## src/rtl/prog_loader.sv

```systemverilog
// prog_loader
// Boot-time program loader. Accepts a little-endian byte stream over a
// valid/ready handshake: 4 bytes entry point, 4 bytes word count, then
// count x 4 bytes of payload. Each payload word is written to the shared
// instruction/data memory. When the image is complete, INT is pulsed for
// one cycle with entryPoint valid, so the CPU vectors to the program.
//
// Ports:
//   clk        system clock, all state changes on posedge
//   reset      synchronous, active-high reset
//   inData     stream byte
//   inValid    inData valid this cycle
//   inReady    loader accepts a byte this cycle
//   address    memory byte address (word-aligned), valid while write is high
//   memIn      memory write data, valid while write is high
//   write      memory write strobe
//   entryPoint program entry point, valid once the entry field is complete
//   INT        one-cycle start pulse to the CPU
//   busy       load in progress (first byte accepted, START not yet reached)
//   done       image loaded and started, sticky until reset
//   error      header rejected (count too large), sticky until reset
module prog_loader #(
  parameter logic [31:0] BASE     = 32'h0000_0000,
  parameter int          MAXWORDS = 16384
) (
  input  logic        clk,
  input  logic        reset,
  input  logic [7:0]  inData,
  input  logic        inValid,
  output logic        inReady,
  output logic [31:0] address,
  output logic [31:0] memIn,
  output logic        write,
  output logic [31:0] entryPoint,
  output logic        INT,
  output logic        busy,
  output logic        done,
  output logic        error
);

  localparam logic [31:0] MAX_W = MAXWORDS;

  typedef enum logic [2:0] {
    HDR_E,
    HDR_N,
    DATA,
    WRITE,
    START,
    DONE,
    ERR
  } state_t;

  state_t      state;
  state_t      nextState;
  logic [1:0]  byteCnt;
  logic [31:0] wordIdx;
  logic [31:0] entryReg;
  logic [31:0] countReg;
  logic [31:0] wordBuf;
  logic        accept;
  logic        lastByte;
  logic [31:0] fullCount;

  // A byte transfers whenever the handshake completes; the 4th byte of any
  // field is the one that moves the FSM on.
  always_comb begin
    accept    = inValid && inReady;
    lastByte  = accept && (byteCnt == 2'd3);
    // Count as it will read once the current (4th) byte is shifted in, so
    // the header decision can be made on the same edge.
    fullCount = {inData, countReg[31:8]};
  end

  // State register.
  always_ff @(posedge clk) begin
    if (reset) begin
      state <= HDR_E;
    end else begin
      state <= nextState;
    end
  end

  // Next-state logic.
  always_comb begin
    nextState = state;
    case (state)
      HDR_E: begin
        if (lastByte) nextState = HDR_N;
      end
      HDR_N: begin
        if (lastByte) begin
          if (fullCount > MAX_W) begin
            nextState = ERR;
          end else if (fullCount == 32'd0) begin
            nextState = START;
          end else begin
            nextState = DATA;
          end
        end
      end
      DATA: begin
        if (lastByte) nextState = WRITE;
      end
      WRITE: begin
        // wordIdx still holds the index of the word being written here.
        nextState = ((wordIdx + 32'd1) == countReg) ? START : DATA;
      end
      START:   nextState = DONE;
      DONE:    nextState = DONE;
      ERR:     nextState = ERR;
      default: nextState = HDR_E;
    endcase
  end

  // Field assembly. Bytes shift in from the top so that after four bytes the
  // first one sits in bits [7:0]. The byte counter wraps naturally at four,
  // and a reset discards any partially assembled field.
  always_ff @(posedge clk) begin
    if (reset) begin
      byteCnt  <= 2'd0;
      wordIdx  <= 32'd0;
      entryReg <= 32'd0;
      countReg <= 32'd0;
      wordBuf  <= 32'd0;
    end else begin
      if (accept) begin
        byteCnt <= byteCnt + 2'd1;
        case (state)
          HDR_E:   entryReg <= {inData, entryReg[31:8]};
          HDR_N:   countReg <= {inData, countReg[31:8]};
          DATA:    wordBuf  <= {inData, wordBuf[31:8]};
          default: ;
        endcase
      end
      if (state == WRITE) begin
        wordIdx <= wordIdx + 32'd1;
      end
    end
  end

  // Outputs. address/memIn are forced to zero outside WRITE so the memory
  // bus is quiet when nothing is being written.
  always_comb begin
    inReady    = 1'b0;
    write      = 1'b0;
    address    = 32'd0;
    memIn      = 32'd0;
    entryPoint = 32'd0;
    INT        = 1'b0;
    busy       = 1'b0;
    done       = 1'b0;
    error      = 1'b0;

    if (!reset && (state == HDR_E || state == HDR_N || state == DATA)) begin
      inReady = 1'b1;
    end

    if (state == WRITE) begin
      write   = 1'b1;
      address = BASE + (wordIdx << 2);
      memIn   = wordBuf;
    end

    // The entry register is only complete once HDR_E has been left.
    if (state != HDR_E) begin
      entryPoint = entryReg;
    end

    INT   = (state == START);
    done  = (state == DONE);
    error = (state == ERR);

    // In HDR_E a non-zero byte counter means the first byte has arrived.
    busy = (state == HDR_E && byteCnt != 2'd0) ||
           (state == HDR_N) || (state == DATA) || (state == WRITE);
  end

endmodule
```

## config.mk

```make
export PLATFORM = sky130hd
export DESIGN_NAME = prog_loader
export DESIGN_NICKNAME = d
export VERILOG_FILES = /design/src/rtl/prog_loader.sv
export SDC_FILE = /design/constraint.sdc
export NUM_CORES = 1
export LEC_CHECK = 0
export CORE_ASPECT_RATIO = 1.5
export CORE_MARGIN = 2
export CORE_UTILIZATION = 45
export DETAILED_ROUTE_END_ITERATION = 6
export PLACE_DENSITY = 0.72
export SYNTH_ARGS = -nofsm -noshare
export SYNTH_HDL_FRONTEND = slang
export SYNTH_SLANG_ARGS = --single-unit
```

## constraint.sdc

```tcl
create_clock -name clk -period 2.3 [get_ports clk]
set_input_delay 0.575 -clock clk [delete_from_list [all_inputs] [get_ports clk]]
set_output_delay 0.575 -clock clk [all_outputs]
set_load 0.1 [all_outputs]
```

==> results.txt <==
----------------------------------------------------
[Placement]
  Port Buffers ... between 100 and 150
  Placed wire-length estimate after detailed placement ... 14.1 mm
  DP Area ... 0.0100 mm^2
  Worst slack at placement ... -160 ps
  RePlAce Congestion ... approximately 0.9
  Number of cells after detailed placement ... 1239

[Yosys]
  Synth Area in XOR/XNOR ... 9.24%
  Number of register bits inferred by synthesis ... around 130
  Biggest area consumer among synthesized cells ... sky130_fd_sc_hd__dfxtp_1
  Yosys top cell area share ... 39.0%
  Synth Flop Type ... sky130_fd_sc_hd__dfxtp_1
  Mux share of post-synthesis cell area ... 0.440%
  Leading post-synthesis cells by instance count ... 229 x sky130_fd_sc_hd__nand2_1, 133 x sky130_fd_sc_hd__dfxtp_1, 107 x sky130_fd_sc_hd__a21oi_1
  Asr flop ratio synth ... 0%
  Post-synthesis share of cell area spent on full adders, half adders and majority gates ... less than 1%
  Largest family of logic cells by synthesized area ... simple AND/OR/NAND/NOR gates
  Simple-gate portion of the synthesized area ... 34.8%
  Yosys synthesis warning count ... 0
  Mean Syn Cell Area ... 7.49 um^2
  Count leader, synth ... sky130_fd_sc_hd__nand2_1
  Number of synthesized flops with an enable pin ... 0
  Number of cells produced by synthesis ... ~910
  Cells taking the most area after synthesis ... sky130_fd_sc_hd__dfxtp_1 39%, sky130_fd_sc_hd__nand2_1 13%, sky130_fd_sc_hd__a21oi_1 7.8%, sky130_fd_sc_hd__and2_1 5.5%, sky130_fd_sc_hd__xnor2_1 4.9%
  Combined area of all synthesized cells ... 0.00682 mm^2
  Unique masters post-synth ... 59
  Post-synthesis compound-gate area fraction ... 11.4%
  Proportion of synthesized chip area in sequential cells ... 39.0%

[Routing]
  DRC Markers ... 0
  Highest routed metal layer ... met4
  Number of iterations in the first detailed-routing pass ... 6
  Average detailed-routed wire length per instance ... approximately 16 um
  Via Count ... between 6000 and 7000
  Final routed wirelength across all metal layers ... between 20 and 25 mm
  Avg Vias per Cell ... roughly 5.3
  Total length of routed met2 wires ... 11.3 mm
  Antenna-violating nets left ... 0
  First DRT Iteration DRCs ... 351
  WL met1 ... 7.63 mm
  Routed length on met3 ... roughly 1.0 mm

[Setup path]
  Master of the slowest instance on the critical path ... sky130_fd_sc_hd__or4_4
  Maximum fanout along the worst path ... 7
  Cells along the critical path ... nand4_4 > or4_4 > xnor2_2 > a2111oi_2 > nand3_1 > nor4_4 > nand3_1 > a31oi_1
  Number of buffer and inverter instances along the worst setup path ... 0
  Crit path capture type ... register
  Required time reported for the critical path endpoint ... 2630 ps
  Largest stage delay on the critical path ... 600 ps
  Family with the most delay on the worst path ... simple AND/OR/NAND/NOR gates
  Type of the worst setup path ... register to register
  Worst Reg2Reg Path Length in Cells ... 8
  Worst endpoint data arrival time ... between 2000 and 3000 ps
  Most used cell along the critical path ... sky130_fd_sc_hd__nand3_1
  Cell count along the critical path ... 8
  Critical Path Source Type ... register

[Clock tree]
  H-Tree Depth ... 4
  Clock slew at reported path FFs ... 60 ps
  TritonCTS clock tree ... built
  Clock root cell ... sky130_fd_sc_hd__clkbuf_16
  Bufs on Longest Clock Path ... 2
  Worst-skew pair later-pin latency ... 410 ps
  Clock net sink count ... 133
  Number of buffers created by CTS ... 17

[Run]
  Max_cap viols ... 0

[STA]
  Final Hold Viols ... 0
  Part of the cycle the worst path needs ... 105%
  Worst setup slack after layout ... -105 ps
  Setup tns final ... -1600 ps
  Post-layout minimum cycle time ... 2410 ps
  Setup repair after global routing missed its margin ... yes
  Highest attainable clock frequency ... 416 MHz
  Transition at the pin with the smallest max-transition slack ... 531 ps
  Number of slew-limit violations in the final report ... 0
  Worst max-slew margin expressed relative to the limit ... between 60 and 70%
  Worst Clk Skew ... 9.19 ps
  Final setup fails ... 34

[Global routing]
  Total Routing Usage GR ... 24.5%
  Number of global-route vias before repair ... 6673
  Initial antenna violation count ... 0
  Global-route wire length before repair ... 32.4 mm
  Maximum number of pins on one net before global-route repair ... 53
  Congestion Overflow GR ... 0

[Floorplan]
  DIE WIDTH ... 105 um
  Floorplan Core Area ... 0.0149 mm^2
  Die area ... 0.0162 mm^2
  Floorplan die height ... 155 um
  Total I/O pin count ... 113
  Standard-cell rows ... 55
  Initial standard-cell utilization of the core ... 45.7%

[Layout]
  Area growth from synthesis to layout ... 60.8%
  Layout Nets ... 1093
  Share of final-layout standard cells stronger than drive strength 1 ... approximately 34%
  Final Non-Filler Cells ... roughly 1300
  Filler instances ... ~1000
  Post-route standard cell area excluding fillers ... ~0.011 mm^2
  Number of antenna repair diodes ... 0

[Worst hold path]
  Number of stages on the worst hold path ... 2
  Type of the worst min-delay path ... register to register

[Run status]
  Outcome ... complete, but fails checks
  Failing checks ... negative setup slack

[Pwr]
  Combinational group share of total power ... slightly above 5%
  Clk pwr share ... 50.3%
  Fraction of power consumed by sequential logic ... between 40% and 50%
  Net switching fraction of the power ... 23.9%
  IR drop worst, VDD ... 0.582 mV
  Int Power ... 3.97 mW
  Switching power total ... 1.25 mW
  Cell Pwr Density ... 476 mW/mm^2
  Static Leakage ... ~4.0 nW

----------------------------------------------------
## sequential cells by signal, indices dropped and copies added (netlist names)
signal / flops
state: 3
countReg: 32
wordBuf: 32
byteCnt: 2
wordIdx: 32
entryReg: 32
## cells in the final DEF, fill, tap and decap left out, types with 6 or more instances in the layout
master,count
sky130_fd_sc_hd__nand2_1,229
sky130_fd_sc_hd__nor2_1,52
sky130_fd_sc_hd__nor4_1,8
sky130_fd_sc_hd__clkbuf_16,19
sky130_fd_sc_hd__nand3_1,20
sky130_fd_sc_hd__nor2b_4,18
sky130_fd_sc_hd__or3_1,6
sky130_fd_sc_hd__inv_1,8
sky130_fd_sc_hd__xor2_1,34
sky130_fd_sc_hd__buf_6,10
sky130_fd_sc_hd__nor2b_2,13
sky130_fd_sc_hd__nor3_1,14
sky130_fd_sc_hd__dfxtp_2,7
sky130_fd_sc_hd__a21oi_1,106
sky130_fd_sc_hd__clkdlybuf4s50_1,9
sky130_fd_sc_hd__buf_12,111
sky130_fd_sc_hd__o21ai_0,7
sky130_fd_sc_hd__and2_4,55
sky130_fd_sc_hd__xnor2_1,37
sky130_fd_sc_hd__nor2b_1,7
sky130_fd_sc_hd__nand4_1,13
sky130_fd_sc_hd__buf_4,84
sky130_fd_sc_hd__dfxtp_1,123
## routing by layer
layer	track usage [%]	vias to the layer above
li1	-	3354
met1	27.6	3210
met2	44.8	252
met3	4.64	62
met4	10.9	0
met5	0	-
## power by group through the flow
stage	Combinational (mW)	Clock, mW	Sequential [mW]
finish	0.265	2.63	2.33
global route	0.278	2.74	2.33
CTS	0.243	2.64	2.33
detailed placement	0.242	0	2.38
global placement	0.239	0	2.38
floorplan	0.146	0	2.38
## path summary, 6_finish.rpt
path	startpoint	endpoint	slack, ps
hold / removal	wordBuf[4]	wordBuf[4]	460
hold reg to reg	wordBuf[4]	wordBuf[4]	460
setup / recovery	wordIdx[0]	state[2]	-110
setup reg to reg	wordIdx[0]	state[2]	-110
## through the flow
step           total power [mW]  util [%]  hold WS (ps)
6_report                   5.22      73.5           456
5_1_grt                    5.35      73.5           473
3_3_place_gp               2.62      67.1           438
3_5_place_dp               2.62      67.1           446
2_1_floorplan              2.52         -           432
4_1_cts                    5.21      71.7           454
## kinds of logic after synthesis
logic type      Yosys count
other cells               1
simple gates            483
buf+inv                  77
compound gates          139
xor+xnor                 72
mux                       3
fa+ha+maj                 3
flops                   133
## tightest hold or removal path, cell delays in order, from the launching register on
cell and delay (ps):
sky130_fd_sc_hd__dfxtp_1 310, sky130_fd_sc_hd__nand2_1 50, sky130_fd_sc_hd__a21oi_1 50
## area by class of cell
cell class	instances	area (um^2)	share of cell area, %
well taps	199	249	2.27
clock inverters	12	121	1.11
inverters	9	38.8	0.353
multi-input cells	702	4330	39.5
repair buffers	216	3100	28.2
clock buffers	19	454	4.14
flip-flops and latches	133	2680	24.4
## timing repair
action / CTS / global route
endpoints found under the setup margin: 54 / 84
resized for setup: 19 / 32
buffers inserted: 5 / 13
gates cloned: 0 / 3
pin swaps: 5 / 8
hold buffers: 0 / 0
(Power assumes the default switching activity.)
